--- config.mk ---
export PLATFORM = sky130hd
export DESIGN_NAME = asin_taylor_3
export DESIGN_NICKNAME = d
export VERILOG_FILES = /design/src/rtl/fp_taylor_pkg.sv /design/src/rtl/asin_taylor_3_seq.sv /design/src/rtl/fp_adder_2x32.sv /design/src/rtl/fp_mult2x32.sv /design/src/rtl/asin_taylor_3.sv
export SDC_FILE = /design/constraint.sdc
export NUM_CORES = 2
export LEC_CHECK = 0
export ABC_AREA = 0
export CAP_MARGIN = 20
export CORE_UTILIZATION = 45
export CTS_CLUSTER_DIAMETER = 50
export CTS_CLUSTER_SIZE = 24
export DETAILED_ROUTE_END_ITERATION = 10
export MAX_ROUTING_LAYER = met4
export PLACE_DENSITY = 0.69
export SYNTH_ARGS = -nofsm -noshare
export SYNTH_HDL_FRONTEND = slang
export SYNTH_SLANG_ARGS = --single-unit
--- constraint.sdc ---
create_clock -name clk -period 35.3 [get_ports clk]
set_clock_uncertainty 0.15 [all_clocks]
set_input_delay 7.06 -clock clk [delete_from_list [all_inputs] [get_ports clk]]
set_output_delay 7.06 -clock clk [all_outputs]
set_load 0.01 [all_outputs]
--- src/rtl/fp_taylor_pkg.sv ---
`default_nettype none
// ============================================================================
// Module : fp_taylor_pkg
// Brief  : Shared constants and state encodings for the Taylor-series
//          floating-point evaluators (asin_taylor_3 and relatives).
// Rev    : 1.0  initial release
// ============================================================================
package fp_taylor_pkg;

    // Series coefficients, IEEE-754 single precision
    localparam logic [31:0] c_asin_c1 = 32'h3E2AAAAB;  // 1/6
    localparam logic [31:0] c_asin_c2 = 32'h3D99999A;  // 3/40

    // Sequencer operation states
    typedef enum logic [3:0] {
        ST_IDLE = 4'd0,
        ST_X2   = 4'd1,
        ST_X3   = 4'd2,
        ST_T1   = 4'd3,
        ST_X5   = 4'd4,
        ST_T2   = 4'd5,
        ST_S1   = 4'd6,
        ST_S2   = 4'd7,
        ST_DONE = 4'd8
    } state_t;

    // Per-operation handshake phase
    typedef enum logic [0:0] {
        PH_ISSUE = 1'b0,
        PH_WAIT  = 1'b1
    } phase_t;

endpackage
`default_nettype wire

--- src/rtl/asin_taylor_3_seq.sv ---
`default_nettype none
// ============================================================================
// Module : asin_taylor_3_seq
// Brief  : Sequencer for asin(x) ~ x + C1*x^3 + C2*x^5. Steps one shared
//          multiplier and one shared adder through seven operations, each
//          split into an operand ISSUE phase and a result WAIT phase.
// Rev    : 1.0  initial release
// ============================================================================
module asin_taylor_3_seq
    import fp_taylor_pkg::*;
(
    input  logic        clk,
    input  logic        rst,
    input  logic [31:0] input_a,
    input  logic        input_a_stb,
    output logic        input_a_ack,
    output logic [31:0] output_z,
    output logic        output_z_stb,
    input  logic        output_z_ack,
    output logic [31:0] mul_a,
    output logic [31:0] mul_b,
    output logic        mul_a_stb,
    output logic        mul_b_stb,
    input  logic        mul_a_ack,
    input  logic        mul_b_ack,
    input  logic [31:0] mul_z,
    input  logic        mul_z_stb,
    output logic        mul_z_ack,
    output logic [31:0] add_a,
    output logic [31:0] add_b,
    output logic        add_a_stb,
    output logic        add_b_stb,
    input  logic        add_a_ack,
    input  logic        add_b_ack,
    input  logic [31:0] add_z,
    input  logic        add_z_stb,
    output logic        add_z_ack
);

    state_t      r_state;
    phase_t      r_phase;
    logic        r_a_seen;
    logic        r_b_seen;
    logic        r_in_ack;
    logic        r_out_stb;
    logic [31:0] r_out;
    logic [31:0] r_x;
    logic [31:0] r_x2;
    logic [31:0] r_x3;
    logic [31:0] r_x5;
    logic [31:0] r_t1;
    logic [31:0] r_t2;
    logic [31:0] r_s1;

    logic [31:0] w_op_a;
    logic [31:0] w_op_b;
    logic        w_use_add;
    logic        w_op_active;
    logic        w_issue;
    logic        w_wait;
    logic        w_a_hs;
    logic        w_b_hs;
    logic        w_res_stb;
    logic [31:0] w_res;

    // Operand routing and unit selection for the current operation state
    always_comb begin
        w_op_a      = r_x;
        w_op_b      = r_x;
        w_use_add   = 1'b0;
        w_op_active = 1'b1;
        case (r_state)
            ST_X2: begin w_op_a = r_x;  w_op_b = r_x;       end
            ST_X3: begin w_op_a = r_x2; w_op_b = r_x;       end
            ST_T1: begin w_op_a = r_x3; w_op_b = c_asin_c1; end
            ST_X5: begin w_op_a = r_x3; w_op_b = r_x2;      end
            ST_T2: begin w_op_a = r_x5; w_op_b = c_asin_c2; end
            ST_S1: begin w_op_a = r_x;  w_op_b = r_t1; w_use_add = 1'b1; end
            ST_S2: begin w_op_a = r_s1; w_op_b = r_t2; w_use_add = 1'b1; end
            default: w_op_active = 1'b0;
        endcase
    end

    // Both units see the same operands; only the strobes are steered
    assign w_issue   = w_op_active && (r_phase == PH_ISSUE);
    assign w_wait    = w_op_active && (r_phase == PH_WAIT);
    assign mul_a     = w_op_a;
    assign mul_b     = w_op_b;
    assign add_a     = w_op_a;
    assign add_b     = w_op_b;
    assign mul_a_stb = w_issue && !w_use_add && !r_a_seen;
    assign mul_b_stb = w_issue && !w_use_add && !r_b_seen;
    assign add_a_stb = w_issue &&  w_use_add && !r_a_seen;
    assign add_b_stb = w_issue &&  w_use_add && !r_b_seen;
    assign mul_z_ack = w_wait && !w_use_add;
    assign add_z_ack = w_wait &&  w_use_add;
    assign w_a_hs    = w_use_add ? (add_a_stb && add_a_ack) : (mul_a_stb && mul_a_ack);
    assign w_b_hs    = w_use_add ? (add_b_stb && add_b_ack) : (mul_b_stb && mul_b_ack);
    assign w_res_stb = w_use_add ? add_z_stb : mul_z_stb;
    assign w_res     = w_use_add ? add_z : mul_z;

    assign input_a_ack  = r_in_ack;
    assign output_z     = r_out;
    assign output_z_stb = r_out_stb;

    // Main sequencer: accept x, run the seven operations, present the sum
    always_ff @(posedge clk) begin
        if (rst) begin
            r_state   <= ST_IDLE;
            r_phase   <= PH_ISSUE;
            r_a_seen  <= 1'b0;
            r_b_seen  <= 1'b0;
            r_in_ack  <= 1'b0;
            r_out_stb <= 1'b0;
            r_out     <= 32'd0;
            r_x       <= 32'd0;
            r_x2      <= 32'd0;
            r_x3      <= 32'd0;
            r_x5      <= 32'd0;
            r_t1      <= 32'd0;
            r_t2      <= 32'd0;
            r_s1      <= 32'd0;
        end else begin
            case (r_state)
                ST_IDLE: begin
                    r_in_ack <= 1'b1;
                    if (input_a_stb && r_in_ack) begin
                        r_x      <= input_a;
                        r_in_ack <= 1'b0;
                        r_state  <= ST_X2;
                    end
                end
                ST_X2, ST_X3, ST_T1, ST_X5, ST_T2, ST_S1, ST_S2: begin
                    if (r_phase == PH_ISSUE) begin
                        if (w_a_hs)
                            r_a_seen <= 1'b1;
                        if (w_b_hs)
                            r_b_seen <= 1'b1;
                        if ((r_a_seen || w_a_hs) && (r_b_seen || w_b_hs)) begin
                            r_a_seen <= 1'b0;
                            r_b_seen <= 1'b0;
                            r_phase  <= PH_WAIT;
                        end
                    end else if (w_res_stb) begin
                        r_phase <= PH_ISSUE;
                        case (r_state)
                            ST_X2:   begin r_x2 <= w_res; r_state <= ST_X3; end
                            ST_X3:   begin r_x3 <= w_res; r_state <= ST_T1; end
                            ST_T1:   begin r_t1 <= w_res; r_state <= ST_X5; end
                            ST_X5:   begin r_x5 <= w_res; r_state <= ST_T2; end
                            ST_T2:   begin r_t2 <= w_res; r_state <= ST_S1; end
                            ST_S1:   begin r_s1 <= w_res; r_state <= ST_S2; end
                            default: begin
                                r_out     <= w_res;
                                r_out_stb <= 1'b1;
                                r_state   <= ST_DONE;
                            end
                        endcase
                    end
                end
                ST_DONE: begin
                    if (output_z_ack) begin
                        r_out_stb <= 1'b0;
                        r_in_ack  <= 1'b1;
                        r_state   <= ST_IDLE;
                    end
                end
                default: begin
                    r_phase <= PH_ISSUE;
                    r_state <= ST_IDLE;
                end
            endcase
        end
    end

endmodule
`default_nettype wire

--- src/rtl/fp_adder_2x32.sv ---
`default_nettype none
// ============================================================================
// Module : fp_adder_2x32
// Brief  : Single-precision adder with stb/ack handshakes on both operands
//          and on the result. Round to nearest even; denormal inputs and
//          underflowing results are flushed to signed zero.
// Rev    : 1.0  initial release
// ============================================================================
module fp_adder_2x32 (
    input  logic        clk,
    input  logic        rst,
    input  logic [31:0] input_a,
    input  logic        input_a_stb,
    output logic        input_a_ack,
    input  logic [31:0] input_b,
    input  logic        input_b_stb,
    output logic        input_b_ack,
    output logic [31:0] output_z,
    output logic        output_z_stb,
    input  logic        output_z_ack
);

    localparam logic [1:0] c_st_get  = 2'd0;
    localparam logic [1:0] c_st_calc = 2'd1;
    localparam logic [1:0] c_st_put  = 2'd2;

    logic [1:0]  r_state;
    logic [31:0] r_a;
    logic [31:0] r_b;
    logic [31:0] r_z;
    logic        r_got_a;
    logic        r_got_b;
    logic [31:0] w_sum;
    logic        w_hs_a;
    logic        w_hs_b;

    function automatic logic [31:0] fp_add(input logic [31:0] a, input logic [31:0] b);
        logic               a_nan, b_nan, a_inf, b_inf, a_zero, b_zero;
        logic [31:0]        big;
        logic [31:0]        sml;
        logic [7:0]         d;
        logic [50:0]        mb;
        logic [50:0]        ms;
        logic [50:0]        sum;
        logic [50:0]        n;
        logic               stk;
        logic               st0;
        int                 pos;
        logic signed [10:0] e;
        logic [24:0]        m;
        logic               g;
        logic               st;
        a_nan  = (&a[30:23]) && (|a[22:0]);
        b_nan  = (&b[30:23]) && (|b[22:0]);
        a_inf  = (&a[30:23]) && !(|a[22:0]);
        b_inf  = (&b[30:23]) && !(|b[22:0]);
        a_zero = (a[30:23] == 8'd0);
        b_zero = (b[30:23] == 8'd0);
        if (a_nan || b_nan)
            return 32'h7FC00000;
        if (a_inf && b_inf)
            return (a[31] != b[31]) ? 32'h7FC00000 : a;
        if (a_inf)
            return a;
        if (b_inf)
            return b;
        if (a_zero && b_zero)
            return {a[31] & b[31], 31'd0};
        if (a_zero)
            return b;
        if (b_zero)
            return a;
        if (a[30:0] >= b[30:0]) begin
            big = a;
            sml = b;
        end else begin
            big = b;
            sml = a;
        end
        d  = big[30:23] - sml[30:23];
        // Hidden one sits at bit 49; 26 guard bits keep alignment exact
        // enough that a sticky bit folded into bit 0 rounds correctly.
        mb = {2'b01, big[22:0], 26'd0};
        ms = {2'b01, sml[22:0], 26'd0};
        if (d > 8'd50) begin
            stk = 1'b1;
            ms  = 51'd0;
        end else begin
            stk = |(ms & ((51'd1 << d) - 51'd1));
            ms  = ms >> d;
        end
        ms[0] = ms[0] | stk;
        sum = (big[31] == sml[31]) ? (mb + ms) : (mb - ms);
        if (sum == 51'd0)
            return 32'd0;
        pos = 0;
        for (int i = 0; i < 51; i++)
            if (sum[i])
                pos = i;
        e = $signed({3'b000, big[30:23]}) + 11'(pos) - 11'sd49;
        if (pos == 50) begin
            n   = sum >> 1;
            st0 = sum[0];
        end else begin
            n   = sum << (49 - pos);
            st0 = 1'b0;
        end
        m  = {1'b0, n[49:26]};
        g  = n[25];
        st = (|n[24:0]) | st0;
        if (g && (st || m[0]))
            m = m + 25'd1;
        if (m[24]) begin
            m = m >> 1;
            e = e + 11'sd1;
        end
        if (e >= 11'sd255)
            return {big[31], 8'hFF, 23'd0};
        if (e <= 11'sd0)
            return {big[31], 31'd0};
        return {big[31], e[7:0], m[22:0]};
    endfunction

    assign w_sum        = fp_add(r_a, r_b);
    assign input_a_ack  = (r_state == c_st_get) && !r_got_a;
    assign input_b_ack  = (r_state == c_st_get) && !r_got_b;
    assign w_hs_a       = input_a_stb && input_a_ack;
    assign w_hs_b       = input_b_stb && input_b_ack;
    assign output_z     = r_z;
    assign output_z_stb = (r_state == c_st_put);

    // Collect both operands, compute for one cycle, then offer the result
    always_ff @(posedge clk) begin
        if (rst) begin
            r_state <= c_st_get;
            r_a     <= 32'd0;
            r_b     <= 32'd0;
            r_z     <= 32'd0;
            r_got_a <= 1'b0;
            r_got_b <= 1'b0;
        end else begin
            case (r_state)
                c_st_get: begin
                    if (w_hs_a) begin
                        r_a     <= input_a;
                        r_got_a <= 1'b1;
                    end
                    if (w_hs_b) begin
                        r_b     <= input_b;
                        r_got_b <= 1'b1;
                    end
                    if ((r_got_a || w_hs_a) && (r_got_b || w_hs_b)) begin
                        r_got_a <= 1'b0;
                        r_got_b <= 1'b0;
                        r_state <= c_st_calc;
                    end
                end
                c_st_calc: begin
                    r_z     <= w_sum;
                    r_state <= c_st_put;
                end
                c_st_put: begin
                    if (output_z_ack)
                        r_state <= c_st_get;
                end
                default: r_state <= c_st_get;
            endcase
        end
    end

endmodule
`default_nettype wire

--- src/rtl/fp_mult2x32.sv ---
`default_nettype none
// ============================================================================
// Module : fp_mult2x32
// Brief  : Single-precision multiplier with stb/ack handshakes on both
//          operands and on the result. Round to nearest even; denormal
//          inputs and underflowing results are flushed to signed zero.
// Rev    : 1.0  initial release
// ============================================================================
module fp_mult2x32 (
    input  logic        clk,
    input  logic        rst,
    input  logic [31:0] input_a,
    input  logic        input_a_stb,
    output logic        input_a_ack,
    input  logic [31:0] input_b,
    input  logic        input_b_stb,
    output logic        input_b_ack,
    output logic [31:0] output_z,
    output logic        output_z_stb,
    input  logic        output_z_ack
);

    localparam logic [1:0] c_st_get  = 2'd0;
    localparam logic [1:0] c_st_calc = 2'd1;
    localparam logic [1:0] c_st_put  = 2'd2;

    logic [1:0]  r_state;
    logic [31:0] r_a;
    logic [31:0] r_b;
    logic [31:0] r_z;
    logic        r_got_a;
    logic        r_got_b;
    logic [31:0] w_prod;
    logic        w_hs_a;
    logic        w_hs_b;

    function automatic logic [31:0] fp_mul(input logic [31:0] a, input logic [31:0] b);
        logic               s;
        logic               a_nan, b_nan, a_inf, b_inf, a_zero, b_zero;
        logic [47:0]        p;
        logic signed [10:0] e;
        logic [24:0]        m;
        logic               g;
        logic               st;
        s      = a[31] ^ b[31];
        a_nan  = (&a[30:23]) && (|a[22:0]);
        b_nan  = (&b[30:23]) && (|b[22:0]);
        a_inf  = (&a[30:23]) && !(|a[22:0]);
        b_inf  = (&b[30:23]) && !(|b[22:0]);
        a_zero = (a[30:23] == 8'd0);
        b_zero = (b[30:23] == 8'd0);
        p = 48'({1'b1, a[22:0]}) * 48'({1'b1, b[22:0]});
        e = $signed({3'b000, a[30:23]}) + $signed({3'b000, b[30:23]}) - 11'sd127;
        if (p[47]) begin
            m  = {1'b0, p[47:24]};
            g  = p[23];
            st = |p[22:0];
            e  = e + 11'sd1;
        end else begin
            m  = {1'b0, p[46:23]};
            g  = p[22];
            st = |p[21:0];
        end
        if (g && (st || m[0]))
            m = m + 25'd1;
        if (m[24]) begin
            m = m >> 1;
            e = e + 11'sd1;
        end
        if (a_nan || b_nan)
            return 32'h7FC00000;
        if (a_inf || b_inf)
            return (a_zero || b_zero) ? 32'h7FC00000 : {s, 8'hFF, 23'd0};
        if (a_zero || b_zero)
            return {s, 31'd0};
        if (e >= 11'sd255)
            return {s, 8'hFF, 23'd0};
        if (e <= 11'sd0)
            return {s, 31'd0};
        return {s, e[7:0], m[22:0]};
    endfunction

    assign w_prod       = fp_mul(r_a, r_b);
    assign input_a_ack  = (r_state == c_st_get) && !r_got_a;
    assign input_b_ack  = (r_state == c_st_get) && !r_got_b;
    assign w_hs_a       = input_a_stb && input_a_ack;
    assign w_hs_b       = input_b_stb && input_b_ack;
    assign output_z     = r_z;
    assign output_z_stb = (r_state == c_st_put);

    // Collect both operands, compute for one cycle, then offer the result
    always_ff @(posedge clk) begin
        if (rst) begin
            r_state <= c_st_get;
            r_a     <= 32'd0;
            r_b     <= 32'd0;
            r_z     <= 32'd0;
            r_got_a <= 1'b0;
            r_got_b <= 1'b0;
        end else begin
            case (r_state)
                c_st_get: begin
                    if (w_hs_a) begin
                        r_a     <= input_a;
                        r_got_a <= 1'b1;
                    end
                    if (w_hs_b) begin
                        r_b     <= input_b;
                        r_got_b <= 1'b1;
                    end
                    if ((r_got_a || w_hs_a) && (r_got_b || w_hs_b)) begin
                        r_got_a <= 1'b0;
                        r_got_b <= 1'b0;
                        r_state <= c_st_calc;
                    end
                end
                c_st_calc: begin
                    r_z     <= w_prod;
                    r_state <= c_st_put;
                end
                c_st_put: begin
                    if (output_z_ack)
                        r_state <= c_st_get;
                end
                default: r_state <= c_st_get;
            endcase
        end
    end

endmodule
`default_nettype wire

--- src/rtl/asin_taylor_3.sv ---
`default_nettype none
// ============================================================================
// Module : asin_taylor_3
// Brief  : Third-order Taylor approximation of asin(x) in single precision.
//          Holds the shared multiplier/adder and the sequencer driving them.
// Rev    : 1.0  initial release
// ============================================================================
module asin_taylor_3 (
    input  logic        clk,
    input  logic        rst,
    input  logic [31:0] input_a,
    input  logic        input_a_stb,
    output logic        input_a_ack,
    output logic [31:0] output_z,
    output logic        output_z_stb,
    input  logic        output_z_ack
);

    logic [31:0] w_mul_a;
    logic [31:0] w_mul_b;
    logic        w_mul_a_stb;
    logic        w_mul_b_stb;
    logic        w_mul_a_ack;
    logic        w_mul_b_ack;
    logic [31:0] w_mul_z;
    logic        w_mul_z_stb;
    logic        w_mul_z_ack;
    logic [31:0] w_add_a;
    logic [31:0] w_add_b;
    logic        w_add_a_stb;
    logic        w_add_b_stb;
    logic        w_add_a_ack;
    logic        w_add_b_ack;
    logic [31:0] w_add_z;
    logic        w_add_z_stb;
    logic        w_add_z_ack;

    asin_taylor_3_seq u_seq (
        .clk          (clk),
        .rst          (rst),
        .input_a      (input_a),
        .input_a_stb  (input_a_stb),
        .input_a_ack  (input_a_ack),
        .output_z     (output_z),
        .output_z_stb (output_z_stb),
        .output_z_ack (output_z_ack),
        .mul_a        (w_mul_a),
        .mul_b        (w_mul_b),
        .mul_a_stb    (w_mul_a_stb),
        .mul_b_stb    (w_mul_b_stb),
        .mul_a_ack    (w_mul_a_ack),
        .mul_b_ack    (w_mul_b_ack),
        .mul_z        (w_mul_z),
        .mul_z_stb    (w_mul_z_stb),
        .mul_z_ack    (w_mul_z_ack),
        .add_a        (w_add_a),
        .add_b        (w_add_b),
        .add_a_stb    (w_add_a_stb),
        .add_b_stb    (w_add_b_stb),
        .add_a_ack    (w_add_a_ack),
        .add_b_ack    (w_add_b_ack),
        .add_z        (w_add_z),
        .add_z_stb    (w_add_z_stb),
        .add_z_ack    (w_add_z_ack)
    );

    fp_mult2x32 u_mul (
        .clk          (clk),
        .rst          (rst),
        .input_a      (w_mul_a),
        .input_a_stb  (w_mul_a_stb),
        .input_a_ack  (w_mul_a_ack),
        .input_b      (w_mul_b),
        .input_b_stb  (w_mul_b_stb),
        .input_b_ack  (w_mul_b_ack),
        .output_z     (w_mul_z),
        .output_z_stb (w_mul_z_stb),
        .output_z_ack (w_mul_z_ack)
    );

    fp_adder_2x32 u_add (
        .clk          (clk),
        .rst          (rst),
        .input_a      (w_add_a),
        .input_a_stb  (w_add_a_stb),
        .input_a_ack  (w_add_a_ack),
        .input_b      (w_add_b),
        .input_b_stb  (w_add_b_stb),
        .input_b_ack  (w_add_b_ack),
        .output_z     (w_add_z),
        .output_z_stb (w_add_z_stb),
        .output_z_ack (w_add_z_ack)
    );

endmodule
`default_nettype wire
==> results <==
- The worst register-to-register path has a setup slack of 15.09 ns.
- The share of the Yosys chip area taken by registers is 16.23%.
- The most prevalent standard cell on the critical path is sky130_fd_sc_hd__o21ai_0.
- In this run the power spent charging and discharging nets is ~0.0021 W.
- On the worst path, the slowest cell contributes a delay of 0.99 ns.
- The number of non-filler instances in the completed layout is about 9000.
- The proportion of power drawn by combinational gates is between 60% and 70%.
- Port buffering added 69 buffers.
- The layout overhead on the synthesized area is 6.996%.
- The initial antenna violation count came to 8.
- The number of hold violations in the final report was 0.
- The number of buffers between clock root and the deepest sink is 3.
- The number of clock sinks is 465.
- The worst ir drop on vdd is 0.05226 mV.
- The share of total power dissipated in the clock network is 15.3%.
- The number of enable-type register cells in the synthesized netlist is 0.
- At the worst endpoint, the arrival time is 20.58 ns.
- The aggregate routed wire length is 247100 um.
- The max-slew headroom at the worst pin is a little under an eighth.
- After detailed routing, the average wire length per cell comes to 27.47 um.
- Along the worst path, the maximum fanout reaches between 50 and 60.
- The number of cells traversed by the worst register-to-register path is 57.
- The tool flagged a number of max-cap violations equal to 0.
- For the pin with the worst max-slew slack, the measured transition is around 1.3 ns.
- By area the synthesized netlist is led by sky130_fd_sc_hd__fa_1 (17%), sky130_fd_sc_hd__dfxtp_1 (16%), sky130_fd_sc_hd__ha_1 (6.2%).
- The H-tree depth is 2.
- The sequential cell area is approximately 9300 sq um.
- Setup repair after global routing left no endpoint under its margin.
- The design internal power is approximately 0.0017 W.
- The post-CTS setup-driven buffer insertion count is 0.
- The switching power as a share of total power is between 50 and 60%.
- The final core utilization is approximately half.
- After layout, the worst path uses a little under three fifths of the clock period.
- In this run the power density over the cells is a little over 60 nW/um^2.
- Across all layers, the routed design uses roughly 58000 vias.
- For this configuration, the core starts out at a cell density of 45.51%.
- The synthesized cell area is 57370 sq um.
- At the worst endpoint, the required time is ~36 ns.
- TritonCTS built the clock tree.
- During synthesis, Yosys emitted a total of 0 warnings.
- The capturing element type of the critical path is a flop.
- The clock insertion delay at the later pin of the skew report is 0.65 ns.
- The pin count of the biggest net entering global routing is 210.
- The pre-antenna-repair detailed-routing pass consisted of 7 iterations.
- For this run the aggregate overflow at the end of global routing stands at 0.
- In the synthesized netlist, the number of instances is 7512.
- The critical path startpoint category is a flop.
- After synthesis, the share of flip-flops with an asynchronous set or reset is 0%.
- The final max-slew violation count came to 0.
- Including well taps, the total number of placed cells is between 8000 and 9000.
- The tightest hold path in the finished design has a slack of 0.3077 ns.
- After clock tree synthesis, the clock-pin slew on the worst setup and hold paths is 0.07 ns.
- The accumulated negative setup slack is 0 ns.
- The via density per instance is 6.487.
- The number of nets produced by synthesis is 8317.
- The floorplan step set the die width to 359.1 um.
- The post-cts sizing count is 0.
- sky130_fd_sc_hd__nand2_1 is the most common cell in the netlist.
- The category of the critical setup timing path is reg -> reg.
- The flow ran to the end, and the final reports show no timing, DRC or antenna violations.
- The depth of the worst hold-timing path is 2.
- The path class of the tightest hold or removal check is reg -> reg.
- Counting instances in the post-synthesis netlist gives the leading cell types as sky130_fd_sc_hd__nand2_1 (887), sky130_fd_sc_hd__nor2_1 (833), sky130_fd_sc_hd__inv_1 (696).
- The clock period minus worst slack is slightly above 20 ns.
- The number of I/O pins is 70.
- The full die area is ~130000 sq um.
- The first-iteration detailed-routing DRC count is 7755.
- The share of post-route cells with drive strength above 1 is between 6 and 7%.
- In this run the vertical extent of the chip is 359.1 um.
- The number of inserted filler cells in the final layout is 12473.
- The biggest area consumer among synthesized cells is sky130_fd_sc_hd__fa_1.
- The final count of negative-setup-slack endpoints is 0.
- A synthesized cell averages roughly 7.6 sq um.
- The share of synthesized area in the top cell type comes to approximately 17%.
- The via count of the first global-routing pass is 55041.
- The leakage power of the design is 25.12 nW.
- The number of buffers inserted by hold repair at cts is 0.
- The largest individual stage delay along the critical path comes from the cell sky130_fd_sc_hd__nor2_1.
- The number of nets at the end of the flow is 8103.
- In the global route stage, overall resource usage came out at a little under two fifths.
- The post-DP HPWL is between 150000 and 200000 um.
- The part of the power in registers is 16.8%.
- In the final layout, the multi-input gates occupy 43350 sq um.
- The floorplan has 130 rows.
- The cell at the root of the clock tree is sky130_fd_sc_hd__clkbuf_16.
- The post-route antenna net violation count is 0.
- The count of cell types in the netlist is between 100 and 150.
- Counting the buffers created by CTS gives 50.
- The final weighted congestion in routability-driven placement is 1.053.
- Based on the critical path, the design can be clocked at up to just under 0.05 GHz.
- The synthesized flop and latch total is ~470.
- The area of the placeable core is 126100 sq um.
- The final routed DRC violation total is 0.
- The most used flip-flop cell after synthesis is sky130_fd_sc_hd__dfxtp_1.
- The first global-routing pass estimated 365400 um of wire.
==> power groups by stage <==
| stage | sequential, W | clock [W] | combinational (W) |
|---|---|---|---|
| after floorplan | 0.000620 | 0 | 0.00168 |
| after global placement | 0.000644 | 0 | 0.00246 |
| after detailed placement | 0.000645 | 0 | 0.00247 |
| after CTS | 0.000633 | 0.000583 | 0.00249 |
| after global routing | 0.000641 | 0.000607 | 0.00276 |
| final | 0.000638 | 0.000581 | 0.00257 |
==> kinds of logic (layout without fill, tap and decap cells) <==
logic type               after synthesis  in the layout  synth area share [%]
adder cells (fa/ha/maj)              769            769                 23.12
multiplexers                         221            221                 4.255
buffers and inverters               1229           1057                 8.433
other                                  0              7                     0
AND/OR/NAND/NOR                     2757           2757                 22.40
XOR/XNOR                             165            165                 2.519
AO/OA/AOI/OAI                       1906           1906                 23.05
flip-flops                           465            465                 16.23
==> routing by layer <==
metal,track usage (%),up-vias,part of all wire [%]
met5,-,-,0
met1,52.51,28609,43
met3,8.197,599,11
li1,-,25810,-
met2,54.87,3343,42
met4,13.98,0,4.3
==> state kept, by name, indices dropped and copies added, names as in the netlist, 2 cells and up <==
register / flops
u_mul.r_a: 32
u_seq.r_t1: 32
u_seq.r_x5: 32
u_add.r_a: 32
u_seq.r_x: 32
u_add.r_b: 32
u_seq.output_z: 32
u_mul.r_b: 32
u_add.r_state: 2
u_add.output_z: 32
u_mul.r_state: 2
u_seq.r_x2: 32
u_seq.r_state: 4
u_seq.r_x3: 32
u_mul.output_z: 32
u_seq.r_t2: 32
u_seq.r_s1: 32
==> area by class of cell <==
class	count	area share, %
Antenna cell	7	0.02853
Clock buffer	53	2.073
Clock inverter	41	0.9376
Inverter	701	4.286
Multi-Input combinational cell	5818	70.62
Sequential cell	465	15.18
Tap cell	1650	3.363
Timing Repair Buffer	262	3.510
==> final timing paths <==
| path | start | to |
|---|---|---|
| worst min-delay path | u_mul.output_z[9] | u_mul.output_z[9] |
| worst min register to register | u_mul.output_z[9] | u_mul.output_z[9] |
| worst max-delay path | u_add.r_b[25] | u_add.output_z[21] |
| worst max register to register | u_add.r_b[25] | u_add.output_z[21] |
==> layout by cell type (no fill, tap or decap), types with 50 or more instances in the layout <==
master	count
sky130_fd_sc_hd__a22oi_1	77
sky130_fd_sc_hd__nand4_1	80
sky130_fd_sc_hd__o21ai_0	289
sky130_fd_sc_hd__and2_1	259
sky130_fd_sc_hd__nor2_1	826
sky130_fd_sc_hd__nor4_1	70
sky130_fd_sc_hd__or3_1	54
sky130_fd_sc_hd__clkbuf_16	50
sky130_fd_sc_hd__ha_1	281
sky130_fd_sc_hd__o22ai_1	63
sky130_fd_sc_hd__xnor2_1	112
sky130_fd_sc_hd__buf_4	186
sky130_fd_sc_hd__fa_1	485
sky130_fd_sc_hd__a21o_1	59
sky130_fd_sc_hd__a211oi_1	350
sky130_fd_sc_hd__nor3_1	147
sky130_fd_sc_hd__nand2_1	885
sky130_fd_sc_hd__a21oi_1	399
sky130_fd_sc_hd__mux2i_1	166
sky130_fd_sc_hd__o211ai_1	61
sky130_fd_sc_hd__xor2_1	53
sky130_fd_sc_hd__a31oi_1	53
sky130_fd_sc_hd__clkdlybuf4s50_1	68
sky130_fd_sc_hd__dfxtp_1	457
sky130_fd_sc_hd__inv_1	696
sky130_fd_sc_hd__nand3_1	148
==> metrics by stage <==
step | total power (W) | worst slack, ns | instance area [sq um]
floorplan | 0.002302 | 19.83 | 57370
global placement | 0.003099 | 16.36 | 59460
detailed placement | 0.003114 | 15.85 | 59470
CTS | 0.003706 | 15.78 | 61320
global route | 0.004009 | 13.75 | 61390
finish | 0.003788 | 15.09 | 61390
==> critical path, delay by kind of cell (launching register included) <==
family                     cells  cell delay (ns)
AOI/OAI and AO/OA             28             8.50
muxes                          2             0.73
adders and majority gates      5             1.92
DFF                            1             0.40
buffers and inverters          7             2.35
and+or+nand+nor               15             5.95
Power figures use the tool's default switching activity.
